===== src/rtl/cpu_run_pkg.sv =====
// Shared state encoding and default widths for the run/load sequencer.
package cpu_run_pkg;

  localparam int ADDR_W_DEF = 5;
  localparam int DATA_W_DEF = 8;
  localparam int CNT_W_DEF  = 16;

  // Codes are shown directly on the 7-segment display.
  typedef enum logic [2:0] {
    IDLE       = 3'd0,
    LOAD       = 3'd1,
    RUN        = 3'd2,
    STEP_LEAVE = 3'd3,
    STEP_WAIT  = 3'd4,
    HALTED     = 3'd5,
    RESTART    = 3'd6
  } run_state_e;

endpackage


===== src/rtl/key_edge.sv =====
// Key conditioner: 2-FF synchroniser, optional debounce (KEY_DEBOUNCE_EN), registered rising-edge pulse.
module key_edge #(
  parameter int DB_CYCLES = 500000
) (
  input  logic clk,
  input  logic rst_n,
  input  logic i_key,
  output logic o_pulse
);

  logic r_sync1;
  logic r_sync2;
  logic r_prev;
  logic w_level;

  always_ff @(posedge clk or negedge rst_n) begin
    if (!rst_n) begin
      r_sync1 <= 1'b0;
      r_sync2 <= 1'b0;
    end else begin
      r_sync1 <= i_key;
      r_sync2 <= r_sync1;
    end
  end

`ifdef KEY_DEBOUNCE_EN
  localparam int CW = (DB_CYCLES < 2) ? 1 : $clog2(DB_CYCLES + 1);
  localparam logic [CW-1:0] RELOAD = CW'((DB_CYCLES < 1) ? 0 : DB_CYCLES - 1);

  logic [CW-1:0] r_db_cnt;
  logic          r_level;

  // Down-counter restarts whenever the synchronised level agrees with the accepted one.
  always_ff @(posedge clk or negedge rst_n) begin
    if (!rst_n) begin
      r_db_cnt <= RELOAD;
      r_level  <= 1'b0;
    end else if (r_sync2 == r_level) begin
      r_db_cnt <= RELOAD;
    end else if (r_db_cnt == '0) begin
      r_level  <= r_sync2;
      r_db_cnt <= RELOAD;
    end else begin
      r_db_cnt <= r_db_cnt - 1'b1;
    end
  end

  assign w_level = r_level;
`else
  assign w_level = r_sync2;
`endif

  always_ff @(posedge clk or negedge rst_n) begin
    if (!rst_n) begin
      r_prev  <= 1'b0;
      o_pulse <= 1'b0;
    end else begin
      r_prev  <= w_level;
      o_pulse <= w_level & ~r_prev;
    end
  end

endmodule


===== src/rtl/cpu_run_ctrl.sv =====
// Run/load sequencer for the accumulator processor; define KEY_DEBOUNCE_EN to debounce the keys.
module cpu_run_ctrl
  import cpu_run_pkg::*;
#(
  parameter int ADDR_W    = ADDR_W_DEF,
  parameter int DATA_W    = DATA_W_DEF,
  parameter int CNT_W     = CNT_W_DEF,
  parameter int DB_CYCLES = 500000
) (
  input  logic              CLOCK_50,
  input  logic              reset,
  input  logic              key_load,
  input  logic              key_write,
  input  logic              key_start,
  input  logic              key_step,
  input  logic [DATA_W-1:0] sw_data,
  input  logic              Halt,
  input  logic              fetch_state,
  output logic              cpu_en,
  output logic              cpu_rst_n,
  output logic              mem_sel,
  output logic              ld_we,
  output logic [ADDR_W-1:0] ld_addr,
  output logic [DATA_W-1:0] ld_data,
  output logic [2:0]        mode,
  output logic [CNT_W-1:0]  instr_count
);

  logic       w_p_load, w_p_write, w_p_start, w_p_step;
  logic       w_load, w_write, w_start, w_step;
  logic       w_write_go, w_load_entry;
  run_state_e r_state, w_next;
  logic       r_fetch_d;

  key_edge #(.DB_CYCLES(DB_CYCLES)) u_key_load  (.clk(CLOCK_50), .rst_n(reset), .i_key(key_load),  .o_pulse(w_p_load));
  key_edge #(.DB_CYCLES(DB_CYCLES)) u_key_write (.clk(CLOCK_50), .rst_n(reset), .i_key(key_write), .o_pulse(w_p_write));
  key_edge #(.DB_CYCLES(DB_CYCLES)) u_key_start (.clk(CLOCK_50), .rst_n(reset), .i_key(key_start), .o_pulse(w_p_start));
  key_edge #(.DB_CYCLES(DB_CYCLES)) u_key_step  (.clk(CLOCK_50), .rst_n(reset), .i_key(key_step),  .o_pulse(w_p_step));

  // Only the highest-priority pulse of a cycle survives: load > start > step > write.
  assign w_load  = w_p_load;
  assign w_start = w_p_start & ~w_p_load;
  assign w_step  = w_p_step  & ~w_p_load & ~w_p_start;
  assign w_write = w_p_write & ~w_p_load & ~w_p_start & ~w_p_step;

  always_comb begin
    w_next = r_state;
    case (r_state)
      IDLE: begin
        if (w_load)       w_next = LOAD;
        else if (w_start) w_next = RUN;
        else if (w_step)  w_next = STEP_LEAVE;
      end
      LOAD:       if (w_load) w_next = IDLE;
      RUN: begin
        if (Halt)         w_next = HALTED;
        else if (w_start) w_next = IDLE;
      end
      STEP_LEAVE: begin
        if (Halt)              w_next = HALTED;
        else if (!fetch_state) w_next = STEP_WAIT;
      end
      STEP_WAIT: begin
        if (Halt)             w_next = HALTED;
        else if (fetch_state) w_next = IDLE;
      end
      HALTED: begin
        if (w_load)       w_next = LOAD;
        else if (w_start) w_next = RESTART;
      end
      RESTART:    w_next = RUN;
      default:    w_next = IDLE;
    endcase
  end

  assign w_write_go   = (r_state == LOAD) && (w_next == LOAD) && w_write;
  assign w_load_entry = (r_state != LOAD) && (w_next == LOAD);

  // Outputs are registered from the next state so they change together with the state.
  always_ff @(posedge CLOCK_50 or negedge reset) begin
    if (!reset) begin
      r_state     <= IDLE;
      r_fetch_d   <= 1'b0;
      mode        <= IDLE;
      cpu_en      <= 1'b0;
      cpu_rst_n   <= 1'b0;
      mem_sel     <= 1'b0;
      ld_we       <= 1'b0;
      ld_addr     <= '0;
      ld_data     <= '0;
      instr_count <= '0;
    end else begin
      r_state   <= w_next;
      r_fetch_d <= fetch_state;
      mode      <= w_next;
      cpu_en    <= (w_next == RUN) || (w_next == STEP_LEAVE) || (w_next == STEP_WAIT);
      cpu_rst_n <= !((w_next == LOAD) || (w_next == RESTART));
      mem_sel   <= (w_next == LOAD);
      ld_we     <= w_write_go;
      if (w_write_go) ld_data <= sw_data;

      if (w_load_entry)  ld_addr <= '0;
      else if (ld_we)    ld_addr <= ld_addr + 1'b1;

      if (w_load_entry || (w_next == RESTART))
        instr_count <= '0;
      else if (fetch_state && !r_fetch_d && cpu_en && (instr_count != {CNT_W{1'b1}}))
        instr_count <= instr_count + 1'b1;
    end
  end

endmodule


===== config.mk =====
export PLATFORM = sky130hd
export DESIGN_NAME = cpu_run_ctrl
export DESIGN_NICKNAME = d
export VERILOG_FILES = /design/src/rtl/cpu_run_pkg.sv /design/src/rtl/key_edge.sv /design/src/rtl/cpu_run_ctrl.sv
export SDC_FILE = /design/constraint.sdc
export NUM_CORES = 1
export LEC_CHECK = 0
export CORE_ASPECT_RATIO = 0.8
export CORE_UTILIZATION = 24
export CTS_CLUSTER_SIZE = 8
export DETAILED_ROUTE_END_ITERATION = 16
export PLACE_DENSITY_LB_ADDON = 0.08
export SKIP_LAST_GASP = 1
export SYNTH_ARGS = -nofsm -noshare
export SYNTH_HDL_FRONTEND = slang
export SYNTH_HIERARCHICAL = 1
export SYNTH_SLANG_ARGS = --single-unit

===== constraint.sdc =====
create_clock -name CLOCK_50 -period 2.2 [get_ports CLOCK_50]
set_input_delay 0.22 -clock CLOCK_50 [delete_from_list [all_inputs] [get_ports CLOCK_50]]
set_output_delay 0.22 -clock CLOCK_50 [all_outputs]
set_load 0.005 [all_outputs]

==> impl_metrics.env <==
export IMPL_finalCritPeriodShare=0.867
export IMPL_clock_root_buffer="sky130_fd_sc_hd__clkbuf_16"
export IMPL_synth_nets=233
export IMPL_count_of_cell_types_in_the_netlist=47
export IMPL_worst_hold_path_type="in -> async"
export IMPL_io_pin_count=52
export IMPL_worst_slew_margin_rel=0.546
export IMPL_drv_slew=0
export IMPL_postSynthRegisterBits=53
export IMPL_timing_fmax_ghz=0.524
export IMPL_status="finished, final reports clean"
export IMPL_cts_hold_buffers=0
export IMPL_setup_tns_ns=0
export IMPL_syn_avg_cell_area_um2=11.3
export IMPL_setup_viol_count_final=0
export IMPL_die_w_um=115
export IMPL_post_synth_top_area_cell="sky130_fd_sc_hd__dfrtp_1"
export IMPL_period_minus_slack_ns=1.91
export IMPL_ctsResizeCount=0
export IMPL_nNetsFinal=292
export IMPL_overflow=0
export IMPL_fill_cells=981
export IMPL_mostFrequentLayoutCell="sky130_fd_sc_hd__dfrtp_1"
export IMPL_first_iter_violations=56
export IMPL_post_dp_hpwl_um=3820
export IMPL_num_vias=1751
export IMPL_synth_yosys_warnings=6
export IMPL_postRouteAntennaNets=0
export IMPL_htree_levels=2
export IMPL_critical_path_class="reg -> reg"
export IMPL_post_cts_setup_buffers=0
export IMPL_drc_errors=0
export IMPL_io_buffer_count=51
export IMPL_sequential_cell_area_fraction_in_the_yosys_report=0.545
export IMPL_finClkSkew_ns=0.00963
export IMPL_gr_usage_all_layers=0.115
export IMPL_worstMarginPinSlew_ns=0.680
export IMPL_diodes=0
export IMPL_grt_first_pass_wirelength_um=9230
export IMPL_worst_path_buf_inv=0
export IMPL_seqCellArea_um2=1330
export IMPL_netlist_instances=215
export IMPL_multi_input_comb_area_um2=1030
export IMPL_fp_dieArea_um2=10500
export IMPL_rsz0062_at_grt="false"
export IMPL_cp_cell_sequence="nand3_1, nor4_1, nor2_1, xnor2_1, a211oi_1"
export IMPL_timing_max_cap_violations=0
export IMPL_power_density_nw_per_um2=1010
export IMPL_hold_viol=0
export IMPL_layout_cells_sized_above_1=0.153
export IMPL_layout_cells_most_common_list="sky130_fd_sc_hd__dfrtp_1 (53), sky130_fd_sc_hd__clkdlybuf4s50_1 (50), sky130_fd_sc_hd__nand2_1 (37)"
export IMPL_die_h_um=92.1
export IMPL_power_ir_vdd_worst_mv=0.451
export IMPL_worstPathArrival_ns=2.11
export IMPL_clkTransAtPathRegs_ns=0.08
export IMPL_cpLargestDelayFamily="simple AND/OR/NAND/NOR gates"
export IMPL_cpMaxStageDelayCell="sky130_fd_sc_hd__nor4_1"
export IMPL_vias_per_cell=4.26
export IMPL_start_util=0.250
export IMPL_wl_per_cell_um=13.4
export IMPL_area_growth_syn_to_layout_pct=35.5
export IMPL_maximum_number_of_pins_on_one_net_before_global_route_repair=54
export IMPL_drt_first_pass_iters=4
export IMPL_netlist_area_pre_place_um2=2430
export IMPL_cts_num_sinks=53
export IMPL_static_leakage_nw=1.35
export IMPL_core_area_um2=9730
export IMPL_cts_tree="done"
export IMPL_clock_tree_buffer_depth=2
export IMPL_setup_worst_path_start_class="flop"
export IMPL_end_kind="flop"
export IMPL_finalWirelength_um=5510
export IMPL_synth_top_cell_area_share=0.545
export IMPL_floorplan_rows=32
export IMPL_clkLatencyLatePin_ns=0.30
export IMPL_crit_required_ns=2.40
export IMPL_gp_congestion=0.745
export IMPL_vias_in_the_first_global_route=1800
export IMPL_tritoncts_num_buffers=5
export IMPL_timing_critical_path_fanout_max=7
export IMPL_synth_area_leaders="sky130_fd_sc_hd__dfrtp_1 (54%), sky130_fd_sc_hd__nand2_1 (5.7%), sky130_fd_sc_hd__a211oi_2 (5.7%)"
export IMPL_cpPeakStageDelay_ns=0.61
export IMPL_grt_antenna_before_repair=0
export IMPL_fin_util=0.339
[worst register-to-register path: stages, from the launching register on]
cell and delay (ns):
sky130_fd_sc_hd__dfrtp_1 0.43, sky130_fd_sc_hd__nand3_1 0.24, sky130_fd_sc_hd__nor4_1 0.61, sky130_fd_sc_hd__nor2_1 0.16
sky130_fd_sc_hd__xnor2_1 0.16, sky130_fd_sc_hd__a211oi_1 0.20
[cells in the mapped netlist (all sizes together)]
cell     instances
and4bb           1
nor3             6
or3              2
nand2b           3
and4b            1
nand3b           2
o21ai            3
ha               2
dfrtp           53
mux2i            5
or2              1
nor2            12
and2b            2
a21oi           10
a211o            1
buf              5
a41o             1
o211ai           1
o21a             1
nor2b            7
inv              4
and2             1
nand4            6
clkinv           1
xor2             5
nand3            8
or4              1
xnor2           10
a211oi          14
a2111oi          1
nand2           37
o32ai            1
and4             1
o2bb2ai          1
nor4             3
clkbuf           2
[flip-flops by register name, indices dropped and copies added, names as in the netlist, 3 cells and up]
| signal | cells |
|---|---|
| ld_data | 8 |
| instr_count | 16 |
| r_state | 3 |
| ld_addr | 5 |
[cell families after synthesis]
family | after synthesis | synth area share
buffers and inverters | 12 | 0.0308
XOR/XNOR | 15 | 0.0540
AND/OR/NAND/NOR | 94 | 0.220
adder cells (fa/ha/maj) | 2 | 0.0103
multiplexers | 5 | 0.0206
AO/OA/AOI/OAI | 34 | 0.120
flip-flops | 53 | 0.545
[layout make-up]
cell class	instances	share of cell area
well taps	136	0.0516
flip-flops and latches	53	0.402
inverters	5	0.00569
multi-input cells	150	0.313
repair buffers	59	0.175
clock inverters	3	0.0144
clock buffers	5	0.0379
[power by group]
group          internal, W  switching, W
Combinational     0.000549      0.000590
Sequential         0.00114      0.000131
Clock             0.000546      0.000380
Total              0.00223       0.00110
[stage by stage]
| stage | hold slack (ns) | total power (W) | worst slack [ns] | instance area [um2] | instances |
|---|---|---|---|---|---|
| final | 0.0511 | 0.00333 | 0.293 | 3300 | 411 |
| after global routing | 0.120 | 0.00353 | 0.0331 | 3300 | 411 |
| after CTS | 0.0918 | 0.00339 | 0.305 | 3300 | 411 |
| after detailed placement | 0.335 | 0.00244 | 0.0943 | 3130 | 403 |
| after global placement | 0.335 | 0.00245 | 0.0683 | 3130 | 403 |
| after floorplan | -0.0756 | 0.00194 | 0.449 | 2430 | 215 |
[metal layers]
layer	vias up	GRT usage	routed length [um]
met5	-	0	0
met4	0	0.0455	80
met3	7	0.0449	453
met2	48	0.152	2160
met1	823	0.164	2820
li1	873	-	-
[final timing paths]
path | startpoint | end | slack, ns | depth (start not counted)
setup / recovery | instr_count[13]$_DFFE_PN0P_ | instr_count[0]$_DFFE_PN0P_ | 0.29 | 5
hold / removal | reset | instr_count[4]$_DFFE_PN0P_ | 0.05 | 2
setup reg to reg | instr_count[13]$_DFFE_PN0P_ | instr_count[0]$_DFFE_PN0P_ | 0.29 | 5
hold reg to reg | u_key_step/r_sync1$_DFF_PN0_ | u_key_step/r_sync2$_DFF_PN0_ | 0.35 | 0
max in group asynchronous | reset | instr_count[0]$_DFFE_PN0P_ | 1.70 | 2
min in group CLOCK_50 | u_key_step/r_sync1$_DFF_PN0_ | u_key_step/r_sync2$_DFF_PN0_ | 0.35 | 0
No activity file was read; power rests on OpenSTA's default activity.
